==> config.mk <==
export PLATFORM = sky130hd
export DESIGN_NAME = lsu_ctrl
export DESIGN_NICKNAME = d
export VERILOG_FILES = /design/src/rtl/lsu_pkg.sv /design/src/rtl/lsu_lane_merge.sv /design/src/rtl/lsu_ctrl.sv
export SDC_FILE = /design/constraint.sdc
export NUM_CORES = 1
export LEC_CHECK = 0
export CAP_MARGIN = 20
export CORE_UTILIZATION = 35
export CTS_CLUSTER_DIAMETER = 100
export CTS_CLUSTER_SIZE = 40
export DETAILED_ROUTE_END_ITERATION = 12
export GPL_TIMING_DRIVEN = 1
export SETUP_SLACK_MARGIN = 0.3
export SKIP_LAST_GASP = 1
export SYNTH_ARGS = -nofsm -noshare
export SYNTH_HDL_FRONTEND = slang
export SYNTH_SLANG_ARGS = --single-unit
export TNS_END_PERCENT = 100
==> constraint.sdc <==
create_clock -name clk -period 2 [get_ports clk]
set_input_delay 0.2 -clock clk [delete_from_list [all_inputs] [get_ports clk]]
set_output_delay 0.2 -clock clk [all_outputs]
set_load 0.01 [all_outputs]
==> src/rtl/lsu_pkg.sv <==
`default_nettype none
// ============================================================================
// Module      : lsu_pkg
// Description : Shared encodings and the fault predicate for the load/store
//               unit: access sizes, controller state codes.
// Revision    : 1.0 - initial release
// ============================================================================
package lsu_pkg;

    // Access size encodings as presented on req_size
    localparam logic [1:0] SZ_BYTE = 2'b00;
    localparam logic [1:0] SZ_HALF = 2'b01;
    localparam logic [1:0] SZ_WORD = 2'b10;
    localparam logic [1:0] SZ_RSVD = 2'b11;

    // Controller state encoding
    localparam int unsigned        STATE_W = 2;
    localparam logic [STATE_W-1:0] IDLE    = 2'd0;
    localparam logic [STATE_W-1:0] RD      = 2'd1;
    localparam logic [STATE_W-1:0] WR      = 2'd2;

    // A request faults when its size is reserved, it is misaligned for its
    // size, or its word index lies beyond the end of data memory.
    function automatic logic lsu_fault(
        input logic [1:0]  size,
        input logic [31:0] addr,
        input int unsigned mem_words
    );
        logic w_misaligned;
        logic w_out_of_range;
        w_misaligned   = ((size == SZ_HALF) && addr[0]) ||
                         ((size == SZ_WORD) && (addr[1:0] != 2'b00));
        w_out_of_range = ({2'b00, addr[31:2]} >= 32'(mem_words));
        return (size == SZ_RSVD) || w_misaligned || w_out_of_range;
    endfunction

endpackage
`default_nettype wire

==> src/rtl/lsu_lane_merge.sv <==
`default_nettype none
// ============================================================================
// Module      : lsu_lane_merge
// Description : Byte/half/word lane extraction with sign/zero extension for
//               loads, and lane insertion into the memory word for stores.
// Revision    : 1.0 - initial release
// ============================================================================
module lsu_lane_merge
    import lsu_pkg::*;
(
    input  logic [1:0]  size,
    input  logic [1:0]  lane,
    input  logic        is_signed,
    input  logic [31:0] mem_word,
    input  logic [31:0] wdata,
    output logic [31:0] load_data,
    output logic [31:0] store_word
);

    logic [4:0]  w_byte_sh;
    logic [4:0]  w_half_sh;
    logic [7:0]  w_byte;
    logic [15:0] w_half;

    // Bit offsets of the selected byte / half lane inside the word
    assign w_byte_sh = {lane, 3'b000};
    assign w_half_sh = {lane[1], 4'b0000};
    assign w_byte    = mem_word[w_byte_sh +: 8];
    assign w_half    = mem_word[w_half_sh +: 16];

    // Extend the selected lane for loads; splice wdata into it for stores
    always_comb begin
        load_data  = mem_word;
        store_word = wdata;
        case (size)
            SZ_BYTE: begin
                load_data                = {{24{is_signed & w_byte[7]}}, w_byte};
                store_word               = mem_word;
                store_word[w_byte_sh +: 8] = wdata[7:0];
            end
            SZ_HALF: begin
                load_data                 = {{16{is_signed & w_half[15]}}, w_half};
                store_word                = mem_word;
                store_word[w_half_sh +: 16] = wdata[15:0];
            end
            default: begin
                load_data  = mem_word;
                store_word = wdata;
            end
        endcase
    end

endmodule
`default_nettype wire

==> src/rtl/lsu_ctrl.sv <==
`default_nettype none
// ============================================================================
// Module      : lsu_ctrl
// Description : MEM-stage load/store initiator. Accepts one request over a
//               valid/ready handshake, drives a word-indexed memory port,
//               performs read-modify-write for sub-word stores and flags
//               misaligned / out-of-range accesses.
// Revision    : 1.0 - initial release
// ============================================================================
module lsu_ctrl
    import lsu_pkg::*;
#(
    parameter int unsigned MEM_WORDS = 256
) (
    input  logic        clk,
    input  logic        rst_n,
    input  logic        req_valid,
    output logic        req_ready,
    input  logic        req_write,
    input  logic [1:0]  req_size,
    input  logic        req_signed,
    input  logic [31:0] req_addr,
    input  logic [31:0] req_wdata,
    output logic        resp_valid,
    output logic [31:0] resp_rdata,
    output logic        resp_fault,
    output logic        stall,
    output logic [31:0] mem_address,
    output logic [31:0] mem_write_data,
    output logic        mem_MemWrite,
    output logic        mem_MemRead,
    input  logic [31:0] mem_read_data
);

    logic [STATE_W-1:0] r_state;
    logic [STATE_W-1:0] w_next_state;

    logic        r_write;
    logic [1:0]  r_size;
    logic        r_signed;
    logic [1:0]  r_lane;
    logic [31:0] r_wdata;
    logic [31:0] r_merged;
    logic [31:0] r_mem_addr;
    logic        r_resp_valid;
    logic [31:0] r_resp_rdata;
    logic        r_resp_fault;

    logic        w_accept;
    logic        w_fault;
    logic [31:0] w_load_data;
    logic [31:0] w_store_word;

    assign w_accept = req_valid & req_ready;
    assign w_fault  = lsu_fault(req_size, req_addr, MEM_WORDS);

    lsu_lane_merge u_lane_merge (
        .size       (r_size),
        .lane       (r_lane),
        .is_signed  (r_signed),
        .mem_word   (mem_read_data),
        .wdata      (r_wdata),
        .load_data  (w_load_data),
        .store_word (w_store_word)
    );

    // State register; reset returns to IDLE immediately, killing any strobe
    always_ff @(posedge clk or negedge rst_n) begin
        if (!rst_n) r_state <= IDLE;
        else        r_state <= w_next_state;
    end

    // Next state: word stores skip the read, faults never leave IDLE
    always_comb begin
        w_next_state = r_state;
        case (r_state)
            IDLE: begin
                if (w_accept && !w_fault)
                    w_next_state = (req_write && (req_size == SZ_WORD)) ? WR : RD;
            end
            RD:      w_next_state = r_write ? WR : IDLE;
            WR:      w_next_state = IDLE;
            default: w_next_state = IDLE;
        endcase
    end

    // Handshake and memory strobes decoded purely from state
    always_comb begin
        req_ready      = 1'b0;
        mem_MemRead    = 1'b0;
        mem_MemWrite   = 1'b0;
        mem_write_data = '0;
        case (r_state)
            IDLE: req_ready = 1'b1;
            RD:   mem_MemRead = 1'b1;
            WR: begin
                mem_MemWrite   = 1'b1;
                mem_write_data = r_merged;
            end
            default: req_ready = 1'b0;
        endcase
    end

    assign stall       = req_valid & ~req_ready;
    assign mem_address = r_mem_addr;
    assign resp_valid  = r_resp_valid;
    assign resp_rdata  = r_resp_rdata;
    assign resp_fault  = r_resp_fault;

    // Capture the request; the memory index only moves for real accesses
    always_ff @(posedge clk or negedge rst_n) begin
        if (!rst_n) begin
            r_write    <= 1'b0;
            r_size     <= SZ_BYTE;
            r_signed   <= 1'b0;
            r_lane     <= 2'b00;
            r_wdata    <= '0;
            r_mem_addr <= '0;
        end else if (w_accept) begin
            r_write  <= req_write;
            r_size   <= req_size;
            r_signed <= req_signed;
            r_lane   <= req_addr[1:0];
            r_wdata  <= req_wdata;
            if (!w_fault)
                r_mem_addr <= {2'b00, req_addr[31:2]};
        end
    end

    // Store word: full wdata at accept, replaced by the merged word in RD
    always_ff @(posedge clk or negedge rst_n) begin
        if (!rst_n)
            r_merged <= '0;
        else if (w_accept)
            r_merged <= req_wdata;
        else if ((r_state == RD) && r_write)
            r_merged <= w_store_word;
    end

    // One-cycle response pulse after the final access, or after a fault
    always_ff @(posedge clk or negedge rst_n) begin
        if (!rst_n) begin
            r_resp_valid <= 1'b0;
            r_resp_rdata <= '0;
            r_resp_fault <= 1'b0;
        end else begin
            r_resp_valid <= (w_accept & w_fault) |
                            ((r_state == RD) & ~r_write) |
                            (r_state == WR);
            r_resp_fault <= w_accept & w_fault;
            r_resp_rdata <= ((r_state == RD) && !r_write) ? w_load_data : '0;
        end
    end

endmodule
`default_nettype wire
==> results.json <==
{
  "top_level_ports": 205,
  "grt_pass1_wl_um": 37800,
  "p_per_area_nw_per_um2": 711,
  "critical-path-slowest-cell": "sky130_fd_sc_hd__dfrtp_2",
  "synth.lib_cells_used.distinct": 58,
  "global_route.usage.total_pct": 25.0,
  "timing.critical_path.required_ps": 1800,
  "grt_pass1_vias": 6453,
  "final_nets": 1035,
  "crit_fanout": 8,
  "antenna_cells": 0,
  "globalRoute.totalOverflow": 0,
  "io_buffer_count": 202,
  "timing.critical_path.cells": "nor2b_4 -> buf_6 -> buf_6 -> buf_16 -> and2_4 -> buf_6",
  "cp_data_arrival_time_ps": 1710,
  "timing_worst_setup_path_type": "reg2out",
  "area_overhead_of_the_layout_relative_to_synthesis_pct": 63.2,
  "syn_avg_cell_area_um2": 10.1,
  "h-tree-depth": 4,
  "synth.area.top_cells": "sky130_fd_sc_hd__dfrtp_1 50%, sky130_fd_sc_hd__nand2_1 6.2%, sky130_fd_sc_hd__and2_1 3.1%",
  "cellLeakagePower_nw": 4.90,
  "detailedPlace.worstSlack_ps": -99.6,
  "post-synth-top-count-cell": "sky130_fd_sc_hd__dfrtp_1",
  "vdd.ir_drop.worst_mv": 0.659,
  "report.final.hold_viol_count": 0,
  "synth_cells": 676,
  "worst-slew-pin-transition_ps": 657,
  "final_max_tran_viols": 0,
  "routed_wire_length_per_instance_um": 20.8,
  "synthTopCellsByCount": "136 x sky130_fd_sc_hd__dfrtp_1, 113 x sky130_fd_sc_hd__nand2_1, 44 x sky130_fd_sc_hd__nor2_1",
  "min_path_type": "in2reg",
  "detail_route.first_pass.iterations": 7,
  "post-route-period-util_pct": 95.7,
  "post-route-drc-count": 0,
  "antenna_violating_nets_post_route": 0,
  "finalWorstSetupSlack_ps": 87.0,
  "max_clock_freq_ghz": 0.523,
  "cap_viol_max_count": 0,
  "number_of_antenna_violations_at_the_first_check_in_global_routing": 1,
  "setup_viol": 0,
  "critical_path.most_common_cell": "sky130_fd_sc_hd__buf_6",
  "period_minus_slack_ps": 1910,
  "ys_dominant_reg_cell": "sky130_fd_sc_hd__dfrtp_1",
  "cts_root_buffer": "sky130_fd_sc_hd__clkbuf_16",
  "post_route_cells_drive_above_1_share_pct": 30.3,
  "status": "completed",
  "rsz0062_at_grt": "yes",
  "startpoint_type": "register",
  "crit_path_end_kind": "primary output",
  "netlist.top_cell.by_area": "sky130_fd_sc_hd__dfrtp_1",
  "yosys_register_bits": 136,
  "ys_seq_area_share_pct": 50.0,
  "dpl-instance-area_um2": 9460,
  "cts-buffers-inserted": 17,
  "place_hpwl_um": 17000,
  "number_of_synthesized_flops_with_an_enable_pin": 0,
  "synth_warnings": 0,
  "core-area_um2": 18900,
  "worst_path_largest_cell_delay_ps": 420,
  "finalWeightedCongestion": 0.865,
  "design.die.area_um2": 20000,
  "cts-root-to-sink-buffers": 2,
  "pin_count_of_the_biggest_net_entering_global_routing": 67,
  "slew-limit-headroom_pct": 56.1,
  "die_w_um": 141,
  "worstSkewPairLatency_ps": 420,
  "tritoncts_clock_tree": "done",
  "post-synth-top-area-fraction_pct": 50.0,
  "die_height_um": 141,
  "worst_setup_hold_path_clk_slew_ps": 60,
  "synth.cell_area_um2": 6800,
  "fillers": 1609,
  "detail_route.iter0.violations": 446,
  "start_util_pct": 36.0,
  "post_drt_via_cell_ratio": 5.35,
  "final_non_filler_cell_area_um2": 11100,
  "postRouteWirelength_um": 24900,
  "via_count": 6422,
  "clock_skew_ps": 7.92,
  "fin_total_pwr_w": 0.00789,
  "placement_rows": 50,
  "synth-async-reset-ratio_pct": 100,
  "cts.sinks": 136
}
## area by class of cell
cell class	instances	area, um^2	area share, %
multi-input combinational	481	3640	32.8
clock buffer	18	429	3.87
timing repair buffer	282	3010	27.1
clock inverter	14	246	2.22
tap	260	325	2.93
inverter	9	41.3	0.372
sequential	136	3410	30.7
## repair_timing
item / in CTS / in global routing
buffers inserted: 19 / 10
gates cloned: 5 / 1
pin swaps: 39 / 45
hold buffers: 1 / 0
gates resized for setup: 240 / 75
endpoints found under the hold margin: 40 / 0
setup endpoints to repair: 98 / 127
## stage by stage
stage	utilization (%)	hold slack, ps	instances	TNS (ps)
2_1_floorplan	-	-95.6	677	0
4_1_cts	56.5	299	1189	0
6_report	58.7	319	1200	0
3_5_place_dp	50.1	244	1132	-686
5_1_grt	58.7	315	1200	0
3_3_place_gp	50.1	239	1132	0
## cell families after synthesis
logic type	count (synthesis)	synth area share [%]
compound gates	189	21.1
fa+ha+maj	5	0.920
buf+inv	60	4.47
flops	136	50.0
mux	18	4.23
other cells	1	0.0551
simple gates	267	19.1
## state kept, by name, summed over array words and instances, names as in the netlist
signal       cells
mem_address     30
r_write          1
r_lane           2
r_wdata         32
r_size           2
r_signed         1
resp_valid       1
resp_fault       1
resp_rdata      32
r_merged        32
r_state          2
## final timing paths
path	from	end	slack, ps	cells past startpoint
setup / recovery	r_state[0]$_DFFE_PN0P_	mem_write_data[28]	90	6
hold / removal	req_signed	r_signed$_DFFE_PN0P_	320	3
setup reg to reg	r_state[0]$_DFFE_PN0P_	mem_address[5]$_DFFE_PN0P_	120	8
hold reg to reg	r_wdata[19]$_DFFE_PN0P_	r_wdata[19]$_DFFE_PN0P_	490	2
max in group asynchronous	rst_n	r_state[1]$_DFFE_PN0P_	980	3
min in group asynchronous	rst_n	mem_address[4]$_DFFE_PN0P_	330	2
## worst max-delay path, delay by kind of cell (launching register included)
family                 cells  cell delay, ps
buffers and inverters      4             500
AND/OR/NAND/NOR            2             360
flip-flops                 1             420
## layer usage
metal | wire [um] | part of all wire [%] | track usage (%) | vias up
met1 | 10100 | 41 | 31.6 | 3195
met3 | 1350 | 5.4 | 4.08 | 53
met5 | 13 | 0.052 | 0 | -
met2 | 12800 | 51 | 42.3 | 247
li1 | - | - | - | 2925
met4 | 646 | 2.6 | 11.3 | 2
## layout by cell type, fill, tap and decap left out, types with 29 or more instances in the layout
cell type                         count
sky130_fd_sc_hd__clkdlybuf4s50_1    165
sky130_fd_sc_hd__o21ai_0             30
sky130_fd_sc_hd__nor2b_1             29
sky130_fd_sc_hd__nand2_1            112
sky130_fd_sc_hd__dfrtp_1            131
sky130_fd_sc_hd__and2_4              31
sky130_fd_sc_hd__buf_4               43
sky130_fd_sc_hd__nor2_1              43
sky130_fd_sc_hd__buf_6               49
## power breakdown
part | internal [W] | switching [W]
clock | 0.00235 | 0.00123
combinational | 0.000606 | 0.000679
sequential | 0.00289 | 0.000139
No activity file was read; power rests on OpenSTA's default activity.
